<file path="src/rtl/piso_serializer_if.sv">
`default_nettype none
// ============================================================================
//  Module      : piso_serializer_if
//  Description : Load handshake and serial output bundle for piso_serializer.
//  Revision    : 1.0
// ============================================================================
interface piso_serializer_if #(
    parameter int WIDTH = 8
);
    logic             load_valid;
    logic [WIDTH-1:0] load_data;
    logic             load_ready;
    logic             ser_out;
    logic             ser_valid;
    logic             frame_start;
    logic             busy;

    // master = word producer / serial observer, slave = the serializer
    modport master (
        output load_valid,
        output load_data,
        input  load_ready,
        input  ser_out,
        input  ser_valid,
        input  frame_start,
        input  busy
    );

    modport slave (
        input  load_valid,
        input  load_data,
        output load_ready,
        output ser_out,
        output ser_valid,
        output frame_start,
        output busy
    );
endinterface
`default_nettype wire

</file>
<file path="src/rtl/piso_serializer.sv">
`default_nettype none
// ============================================================================
//  Module      : piso_serializer
//  Description : Parallel-in/serial-out transmitter with valid/ready load and
//                registered serial output; optional even-parity slot under
//                the PARITY_EN macro.
//  Revision    : 1.0
// ============================================================================
module piso_serializer #(
    parameter int WIDTH     = 8,
    parameter bit MSB_FIRST = 1'b1
) (
    input  wire logic        clk,
    input  wire logic        rst_n,
    piso_serializer_if.slave bus
);

    localparam int                c_cnt_w     = $clog2(WIDTH + 1);
    localparam logic [c_cnt_w-1:0] c_last_data = c_cnt_w'(WIDTH - 1);
    localparam logic [c_cnt_w-1:0] c_cnt_one   = c_cnt_w'(1);

    typedef enum logic [1:0] {
        ST_IDLE  = 2'd0,
        ST_SHIFT = 2'd1,
        ST_PAR   = 2'd2
    } state_t;

    state_t             state_q, state_d;
    logic [c_cnt_w-1:0] cnt_q, cnt_d;
    logic [WIDTH-1:0]   shreg_q, shreg_d;
    logic               ser_out_q, ser_out_d;
    logic               ser_valid_q, ser_valid_d;
    logic               frame_start_q, frame_start_d;
`ifdef PARITY_EN
    logic               par_q, par_d;
`endif

    logic w_last_bit;
    logic w_load_ready;
    logic w_accept;

    // Bit presented next, and the word left once that bit has gone out.
    function automatic logic head_bit(input logic [WIDTH-1:0] w);
        return MSB_FIRST ? w[WIDTH-1] : w[0];
    endfunction

    function automatic logic [WIDTH-1:0] advance(input logic [WIDTH-1:0] w);
        return MSB_FIRST ? (w << 1) : (w >> 1);
    endfunction

`ifdef PARITY_EN
    assign w_last_bit = (state_q == ST_PAR);
`else
    assign w_last_bit = (state_q == ST_SHIFT) && (cnt_q == c_last_data);
`endif

    assign w_load_ready = ((state_q == ST_IDLE) || w_last_bit) && rst_n;
    assign w_accept     = bus.load_valid && w_load_ready;

    always_comb begin
        state_d       = state_q;
        cnt_d         = cnt_q;
        shreg_d       = shreg_q;
        ser_out_d     = 1'b0;
        ser_valid_d   = 1'b0;
        frame_start_d = 1'b0;
`ifdef PARITY_EN
        par_d         = par_q;
`endif
        if (w_accept) begin
            // Covers both a fresh start from IDLE and a back-to-back reload.
            state_d       = ST_SHIFT;
            cnt_d         = '0;
            shreg_d       = advance(bus.load_data);
            ser_out_d     = head_bit(bus.load_data);
            ser_valid_d   = 1'b1;
            frame_start_d = 1'b1;
`ifdef PARITY_EN
            par_d         = ^bus.load_data;
`endif
        end else begin
            case (state_q)
                ST_SHIFT: begin
                    if (cnt_q != c_last_data) begin
                        cnt_d       = cnt_q + c_cnt_one;
                        ser_out_d   = head_bit(shreg_q);
                        shreg_d     = advance(shreg_q);
                        ser_valid_d = 1'b1;
                    end else begin
`ifdef PARITY_EN
                        state_d     = ST_PAR;
                        cnt_d       = cnt_q + c_cnt_one;
                        ser_out_d   = par_q;
                        ser_valid_d = 1'b1;
`else
                        state_d     = ST_IDLE;
                        cnt_d       = '0;
`endif
                    end
                end
                ST_PAR: begin
                    state_d = ST_IDLE;
                    cnt_d   = '0;
                end
                default: begin
                    state_d = ST_IDLE;
                    cnt_d   = '0;
                end
            endcase
        end
    end

    always_ff @(posedge clk) begin
        if (!rst_n) begin
            state_q       <= ST_IDLE;
            cnt_q         <= '0;
            shreg_q       <= '0;
            ser_out_q     <= 1'b0;
            ser_valid_q   <= 1'b0;
            frame_start_q <= 1'b0;
`ifdef PARITY_EN
            par_q         <= 1'b0;
`endif
        end else begin
            state_q       <= state_d;
            cnt_q         <= cnt_d;
            shreg_q       <= shreg_d;
            ser_out_q     <= ser_out_d;
            ser_valid_q   <= ser_valid_d;
            frame_start_q <= frame_start_d;
`ifdef PARITY_EN
            par_q         <= par_d;
`endif
        end
    end

    assign bus.load_ready  = w_load_ready;
    assign bus.ser_out     = ser_out_q;
    assign bus.ser_valid   = ser_valid_q;
    assign bus.frame_start = frame_start_q;
    assign bus.busy        = (state_q != ST_IDLE);

endmodule
`default_nettype wire

</file>
<file path="src/flat_wrapper.sv">
// flat-port wrapper written by rule: the top's interface ports become plain ports
module piso_serializer_flat 
#(
    parameter int WIDTH     = 8,
    parameter bit MSB_FIRST = 1'b1
)
  (clk, rst_n, bus_load_valid, bus_load_data, bus_load_ready, bus_ser_out, bus_ser_valid, bus_frame_start, bus_busy);
  piso_serializer_if #(.WIDTH(WIDTH)) bus_i ();
  input  wire logic clk;
  input  wire logic rst_n;
  input wire logic [$bits(bus_i.load_valid)-1:0] bus_load_valid;
  input wire logic [$bits(bus_i.load_data)-1:0] bus_load_data;
  output wire logic [$bits(bus_i.load_ready)-1:0] bus_load_ready;
  output wire logic [$bits(bus_i.ser_out)-1:0] bus_ser_out;
  output wire logic [$bits(bus_i.ser_valid)-1:0] bus_ser_valid;
  output wire logic [$bits(bus_i.frame_start)-1:0] bus_frame_start;
  output wire logic [$bits(bus_i.busy)-1:0] bus_busy;
  assign bus_i.load_valid = bus_load_valid;
  assign bus_i.load_data = bus_load_data;
  assign bus_load_ready = bus_i.load_ready;
  assign bus_ser_out = bus_i.ser_out;
  assign bus_ser_valid = bus_i.ser_valid;
  assign bus_frame_start = bus_i.frame_start;
  assign bus_busy = bus_i.busy;
  piso_serializer #(.WIDTH(WIDTH), .MSB_FIRST(MSB_FIRST)) u_core (.clk(clk), .rst_n(rst_n), .bus(bus_i));
endmodule
</file>
<file path="config.mk">
export PLATFORM = sky130hd
export DESIGN_NAME = piso_serializer_flat
export DESIGN_NICKNAME = d
export VERILOG_FILES = /design/src/rtl/piso_serializer_if.sv /design/src/rtl/piso_serializer.sv /design/src/flat_wrapper.sv
export SDC_FILE = /design/constraint.sdc
export NUM_CORES = 1
export LEC_CHECK = 0
export ABC_CLOCK_PERIOD_IN_PS = 1500
export CAP_MARGIN = 20
export CORE_UTILIZATION = 46
export CTS_CLUSTER_DIAMETER = 60
export DETAILED_ROUTE_END_ITERATION = 10
export GPL_ROUTABILITY_DRIVEN = 1
export PLACE_DENSITY_LB_ADDON = 0.05
export SLEW_MARGIN = 20
export SYNTH_ARGS = -nofsm -noshare
export SYNTH_HDL_FRONTEND = slang
export SYNTH_SLANG_ARGS = --single-unit
</file>
<file path="constraint.sdc">
create_clock -name clk -period 1.5 [get_ports clk]
set_clock_uncertainty 0.15 [all_clocks]
set_input_delay 0.375 -clock clk [delete_from_list [all_inputs] [get_ports clk]]
set_output_delay 0.375 -clock clk [all_outputs]
set_load 0.05 [all_outputs]
</file>
Word level (Yosys, flattened, before mapping)
Index checks and enable logic that the tools add are counted.
Word-level totals
  register bits: 15
  input port bits: 11
  output and inout bits: 5
  logic and storage cells: 35
Cells by class
  add/sub/neg operators: 1
  equality and inequality tests: 3
  muxes and demuxes: 13
  bitwise operators: 3
  reduce and logical (&&, ||, !) cells: 9
Operators by type and width (count)
  $mux 8: 3
  $mux 1: 10
  $add 4x1->4 const B: 1
  $eq 4x3->1 const B: 1
  $ne 4x3->1 const B: 1
  $reduce_bool 2->1: 2
  $reduce_or 4->1: 1
  $logic_and 1x1->1: 3
  $ne 3x2->1 const B: 1
  $not 1->1: 3
  $logic_not 2->1: 1
  $reduce_and 2->1: 1
  $logic_or 1x1->1: 1

Longest topological paths before layout
  word-level depth: 7
  depth in mapped cells: 5
  mapped depth without buffers: 4

Worst setup path before layout
Ideal clock, no wire load.
  path kind: register -> output
  start point: register u_core.cnt_q[0]
  end point: output port bus_load_ready
  arrival time: 1.549 ns
  data required time: 0.975 ns
  path slack: -0.574 ns
  cell stages (with the launch flop): 5
  buffers on the path: 0
  cells stage by stage: dfxtp_1 -> ha_1 -> nand3b_4 -> and2_4 -> nor2b_1
Between the ends
  cells in the longest elaborated chain, start to end: 4
Ends and longest elaborated chain
  from (decl): line piso_serializer.sv:29  | logic [c_cnt_w-1:0] cnt_q, cnt_d;
  from (signal assigned): line piso_serializer.sv:126  | cnt_q <= cnt_d;
  $eq 4x3->1: line piso_serializer.sv:54  | assign w_last_bit = (state_q == ST_SHIFT) && (cnt_q == c_last_data);
  $logic_and 1x1->1: line piso_serializer.sv:54
  $logic_or 1x1->1: line piso_serializer.sv:57  | assign w_load_ready = ((state_q == ST_IDLE) || w_last_bit) && rst_n;
  $logic_and 1x1->1: line piso_serializer.sv:57
  to (decl): line flat_wrapper.sv:13  | output wire logic [$bits(bus_i.load_ready)-1:0] bus_load_ready;
Every way passes these cells.

Worst setup path after layout
  start point: register u_core.cnt_q[1]
  end point: output port bus_load_ready
Same word-level chain as after synthesis.

==> impl_results.html <==
<table>
<tr><th>Metric</th><th>Value</th></tr>
<tr><th colspan="2">Outcome</th></tr>
<tr><td>Outcome</td><td>complete, but fails checks</td></tr>
<tr><td>Violations in the final reports</td><td>negative setup slack</td></tr>
<tr><th colspan="2">Worst setup path</th></tr>
<tr><td>Reg-to-Reg Start</td><td>u_core.cnt_q[1]$_SDFF_PP0_</td></tr>
<tr><td>Launching instance or port of the critical path</td><td>u_core.cnt_q[1]$_SDFF_PP0_</td></tr>
<tr><td>Arrival time at the worst endpoint</td><td>1290 ps</td></tr>
<tr><td>Endpoint kind of the worst setup timing path</td><td>output port</td></tr>
<tr><td>Setup CP Type</td><td>register to output port</td></tr>
<tr><td>Startpoint class of the critical path</td><td>register</td></tr>
<tr><td>Worst setup slack for register-to-register paths</td><td>160 ps</td></tr>
<tr><td>Required time at the worst-slack endpoint</td><td>970 ps</td></tr>
<tr><td>Reg-to-reg endpoint</td><td>u_core.bus.ser_valid$_SDFF_PN0_</td></tr>
<tr><td>Worst Reg2Reg Path Length in Cells</td><td>5</td></tr>
<tr><td>Setup crit end</td><td>bus_load_ready</td></tr>
<tr><td>Maximum fanout along the worst path</td><td>2</td></tr>
<tr><th colspan="2">Clocking</th></tr>
<tr><td>Clock transition at the register clock pins on the worst setup and hold paths after CTS</td><td>90 ps</td></tr>
<tr><td>CTS tree</td><td>done</td></tr>
<tr><td>Maximum buffer depth of the clock tree</td><td>2</td></tr>
<tr><td># hold bufs at CTS</td><td>0</td></tr>
<tr><td>Latest clock arrival within the worst-skew pair</td><td>280 ps</td></tr>
<tr><td>Sink count of the clock tree</td><td>15</td></tr>
<tr><td>Number of levels in the clock H-tree</td><td>1</td></tr>
<tr><td>Total clock buffers created by CTS</td><td>3</td></tr>
<tr><td>Clock tree root buffer cell</td><td>sky130_fd_sc_hd__clkbuf_4</td></tr>
<tr><th colspan="2">STA</th></tr>
<tr><td>RSZ-0062 raised after global routing</td><td>true</td></tr>
<tr><td>Minimum clock period</td><td>1810 ps</td></tr>
<tr><td>Worst hold slack after final layout</td><td>305 ps</td></tr>
<tr><td>Final Hold Viols</td><td>0</td></tr>
<tr><td>Min setup slack post-route</td><td>-315 ps</td></tr>
<tr><td>Worst rel slew slack</td><td>0.866</td></tr>
<tr><td>Share of the clock period used by the worst path</td><td>1.21</td></tr>
<tr><td>Highest clock rate</td><td>551 MHz</td></tr>
<tr><td>Setup violators final</td><td>1</td></tr>
<tr><td>Actual slew at the worst max-slew pin</td><td>200 ps</td></tr>
<tr><td>Fin. max-slew vios</td><td>0</td></tr>
<tr><th colspan="2">Global route</th></tr>
<tr><td>Number of antenna violations at the first check in global routing</td><td>0</td></tr>
<tr><td>Total global-route track usage</td><td>0.192</td></tr>
<tr><td>Number of global-route vias before repair</td><td>508</td></tr>
<tr><td>First-pass GRT wire length</td><td>2020 µm</td></tr>
<tr><td>Maximum number of pins on one net before global-route repair</td><td>22</td></tr>
<tr><td>Overflow after GRT</td><td>0</td></tr>
<tr><th colspan="2">Pwr</th></tr>
<tr><td>Cell Pwr Density</td><td>870 mW/mm²</td></tr>
<tr><td>Sequential share of power</td><td>0.514</td></tr>
<tr><td>Net switching component of the power</td><td>0.000221 W</td></tr>
<tr><td>P_leak</td><td>0.439 nW</td></tr>
<tr><td>Part of the total power dissipated in combinational logic</td><td>0.212</td></tr>
<tr><td>Maximum vdd drop</td><td>0.461 mV</td></tr>
<tr><td>Switching part of the total</td><td>0.263</td></tr>
<tr><td>Cell Int Power</td><td>0.000618 W</td></tr>
<tr><td>Clk pwr share</td><td>0.274</td></tr>
<tr><th colspan="2">Floorplan</th></tr>
<tr><td>Row count</td><td>13</td></tr>
<tr><td>Die span in y</td><td>39.5 µm</td></tr>
<tr><td>Placeable core region</td><td>0.00130 mm²</td></tr>
<tr><td>Chip Width</td><td>39.5 µm</td></tr>
<tr><td>Number of primary I/O pins</td><td>16</td></tr>
<tr><td>Starting utilization of the core area</td><td>0.497</td></tr>
<tr><td>Area enclosed by the die boundary</td><td>0.00156 mm²</td></tr>
<tr><th colspan="2">Yosys</th></tr>
<tr><td>Area of the mapped netlist</td><td>647 µm²</td></tr>
<tr><td>Share of Yosys cell area claimed by the top area cell type</td><td>0.464</td></tr>
<tr><td>Seq/Total Area, Yosys</td><td>0.464</td></tr>
<tr><td>Compound-cell area share of the yosys netlist</td><td>0.0774</td></tr>
<tr><td>Top cells by instance count after synthesis</td><td>15 x sky130_fd_sc_hd__dfxtp_1, 7 x sky130_fd_sc_hd__nand4_1, 6 x sky130_fd_sc_hd__mux2_2, 6 x sky130_fd_sc_hd__nand2_1, 5 x sky130_fd_sc_hd__o21ai_0</td></tr>
<tr><td>Seq cells post-synth</td><td>15</td></tr>
<tr><td>Main combinational cell family by area after synthesis</td><td>simple AND/OR/NAND/NOR gates</td></tr>
<tr><td>Net count after synthesis</td><td>76</td></tr>
<tr><td>Most numerous cell in the Yosys netlist</td><td>sky130_fd_sc_hd__dfxtp_1</td></tr>
<tr><td>Area share of and/or/nand/nor cells after synthesis</td><td>0.244</td></tr>
<tr><td>Post-synthesis cell type count</td><td>22</td></tr>
<tr><td>Fraction of the mapped netlist area in adder cells</td><td>0.0193</td></tr>
<tr><td>Xor/xnor share of the synthesized area</td><td>0.0271</td></tr>
<tr><td>Async S/R FF share, synth</td><td>0</td></tr>
<tr><td>Commonest register cell after synthesis</td><td>sky130_fd_sc_hd__dfxtp_1</td></tr>
<tr><td>Cell types with the largest area share after synthesis</td><td>sky130_fd_sc_hd__dfxtp_1 46%, sky130_fd_sc_hd__mux2_2 10%, sky130_fd_sc_hd__nand4_1 6.8%</td></tr>
<tr><td>Mapped Cells</td><td>64</td></tr>
<tr><td>Proportion of synthesized area in mux cells</td><td>0.120</td></tr>
<tr><td>Yosys synthesis warning count</td><td>0</td></tr>
<tr><td>Mean area per synthesized cell</td><td>10.1 µm²</td></tr>
<tr><td>Post-synthesis cell type with the largest combined area</td><td>sky130_fd_sc_hd__dfxtp_1</td></tr>
<tr><td>Number of synthesized flops with an enable pin</td><td>0</td></tr>
<tr><th colspan="2">Route</th></tr>
<tr><td>Residual DRC count</td><td>0</td></tr>
<tr><td>DRC violation total after the first TritonRoute iteration</td><td>8</td></tr>
<tr><td>Detail Route Antenna Nets</td><td>0</td></tr>
<tr><td>Routed WL per cell</td><td>12.0 µm</td></tr>
<tr><td>Vias per cell</td><td>5.31</td></tr>
<tr><td>First-pass detailed-route iteration total</td><td>4</td></tr>
<tr><td>Number of vias after detailed routing</td><td>547</td></tr>
<tr><td>Routed wire length</td><td>1230 µm</td></tr>
<tr><th colspan="2">Min path</th></tr>
<tr><td>HP Class</td><td>register to register</td></tr>
<tr><th colspan="2">Placement</th></tr>
<tr><td>Buffers added on ports</td><td>15</td></tr>
<tr><td>Final estimated routing congestion in global placement</td><td>0.671</td></tr>
<tr><td>Number of placed cells counting well taps</td><td>97</td></tr>
<tr><td>HPWL after DPL</td><td>830 µm</td></tr>
<tr><td>Post-place setup slack</td><td>-233 ps</td></tr>
<tr><th colspan="2">Finish</th></tr>
<tr><td>Fraction of layout instances using a drive strength above 1</td><td>0.375</td></tr>
<tr><td>Non-filler instance count after layout</td><td>103</td></tr>
<tr><td>Number of inserted diodes</td><td>0</td></tr>
<tr><td>Number of nets in the finished design</td><td>101</td></tr>
<tr><td>Area overhead of the layout relative to synthesis</td><td>49.1%</td></tr>
<tr><th colspan="2">Run</th></tr>
<tr><td>Max_cap viols</td><td>0</td></tr>
</table>
## critical path: stages (launching register included)
cell,delay (ps)
sky130_fd_sc_hd__dfxtp_2,360
sky130_fd_sc_hd__ha_4,150
sky130_fd_sc_hd__nand3b_4,70
sky130_fd_sc_hd__and2_4,150
sky130_fd_sc_hd__nor2b_4,130
sky130_fd_sc_hd__buf_12,140
## registers in the layout, indices dropped and copies added, names as in the netlist
| register | flops |
|---|---|
| u_core.cnt_q | 4 |
| u_core.bus.ser_valid | 1 |
| u_core.state_q | 1 |
| u_core.shreg_q | 7 |
| u_core.bus.ser_out | 1 |
| u_core.bus.frame_start | 1 |
## metal layers
metal | GRT usage | vias up | part of all wire
met5 | 0 | - | 0
met1 | 0.239 | 246 | 0.46
met3 | 0.0341 | 4 | 0.069
met2 | 0.320 | 20 | 0.46
met4 | 0.0776 | 0 | 0.0097
li1 | - | 277 | -
## placed cells by master (no fill, tap or decap), drive strengths merged
| master | synthesis | layout |
|---|---|---|
| nand3b | 1 | 1 |
| clkdlybuf4s50 | 0 | 10 |
| o21ai | 7 | 7 |
| nor2 | 2 | 2 |
| xor2 | 2 | 2 |
| mux2 | 6 | 6 |
| dfxtp | 15 | 15 |
| and3b | 1 | 1 |
| clkinv | 0 | 1 |
| nor2b | 1 | 1 |
| mux2i | 1 | 1 |
| and2 | 1 | 1 |
| o21a | 2 | 2 |
| nand3 | 3 | 3 |
| buf | 3 | 15 |
| and3 | 2 | 2 |
| nor3b | 1 | 1 |
| nand4 | 7 | 7 |
| clkbuf | 2 | 3 |
| ha | 1 | 1 |
| nand2 | 6 | 6 |
## through the flow
step / cell area, µm² / utilization / setup TNS, ps / power [W]
global placement: 918 / 0.706 / -1710 / 0.000613
finish: 965 / 0.741 / -315 / 0.000839
global route: 965 / 0.741 / -399 / 0.000886
detailed placement: 918 / 0.706 / -1820 / 0.000616
CTS: 961 / 0.738 / -328 / 0.000850
floorplan: 673 / - / -63.6 / 0.000532
## cell families (layout without fill, tap and decap cells)
family | Yosys count | after routing
AOI/OAI and AO/OA | 9 | 9
muxes | 7 | 7
DFF | 15 | 15
xor gates and xnor gates | 2 | 2
adders and majority gates | 1 | 1
and+or+nand+nor | 25 | 25
buffers and inverters | 5 | 29
## how the worst min path moves through the flow
| stage | from | to | slack [ps] | depth (start not counted) |
|---|---|---|---|---|
| 6_report | u_core.shreg_q[7]$_SDFFE_PN0P_ | u_core.bus.ser_out$_SDFF_PN0_ | 310 | 2 |
| 2_1_floorplan | u_core.cnt_q[0]$_SDFF_PP0_ | u_core.cnt_q[0]$_SDFF_PP0_ | 270 | 1 |
| 4_1_cts | u_core.shreg_q[7]$_SDFFE_PN0P_ | u_core.bus.ser_out$_SDFF_PN0_ | 310 | 2 |
| 3_3_place_gp | u_core.cnt_q[0]$_SDFF_PP0_ | u_core.cnt_q[0]$_SDFF_PP0_ | 280 | 1 |
| 5_1_grt | u_core.shreg_q[1]$_SDFFE_PN0P_ | u_core.shreg_q[2]$_SDFFE_PN0P_ | 380 | 2 |
| 3_5_place_dp | u_core.cnt_q[0]$_SDFF_PP0_ | u_core.cnt_q[0]$_SDFF_PP0_ | 290 | 1 |
## layout make-up
type                            count  area, µm²
Multi-Input combinational cell     44        335
Clock buffer                        3       22.5
Sequential cell                    15        304
Timing Repair Buffer               25        279
Clock inverter                      1       5.00
Tap cell                           15       18.8
Fill cell                         103        337
## power groups by stage
stage	Combinational [W]	Clock (W)	Sequential, W
6_report	0.000178	0.000230	0.000431
2_1_floorplan	0.0000722	0	0.000460
4_1_cts	0.000178	0.000240	0.000432
5_1_grt	0.000191	0.000260	0.000435
3_5_place_dp	0.000174	0	0.000441
3_3_place_gp	0.000173	0	0.000440
## what timing repair did
action	4_1_cts	5_1_grt
setup buffers	2	0
resized for setup	0	1
endpoints found under the setup margin	1	3
pin swaps	1	1
Note: power is estimated with default switching activity, not from simulation.
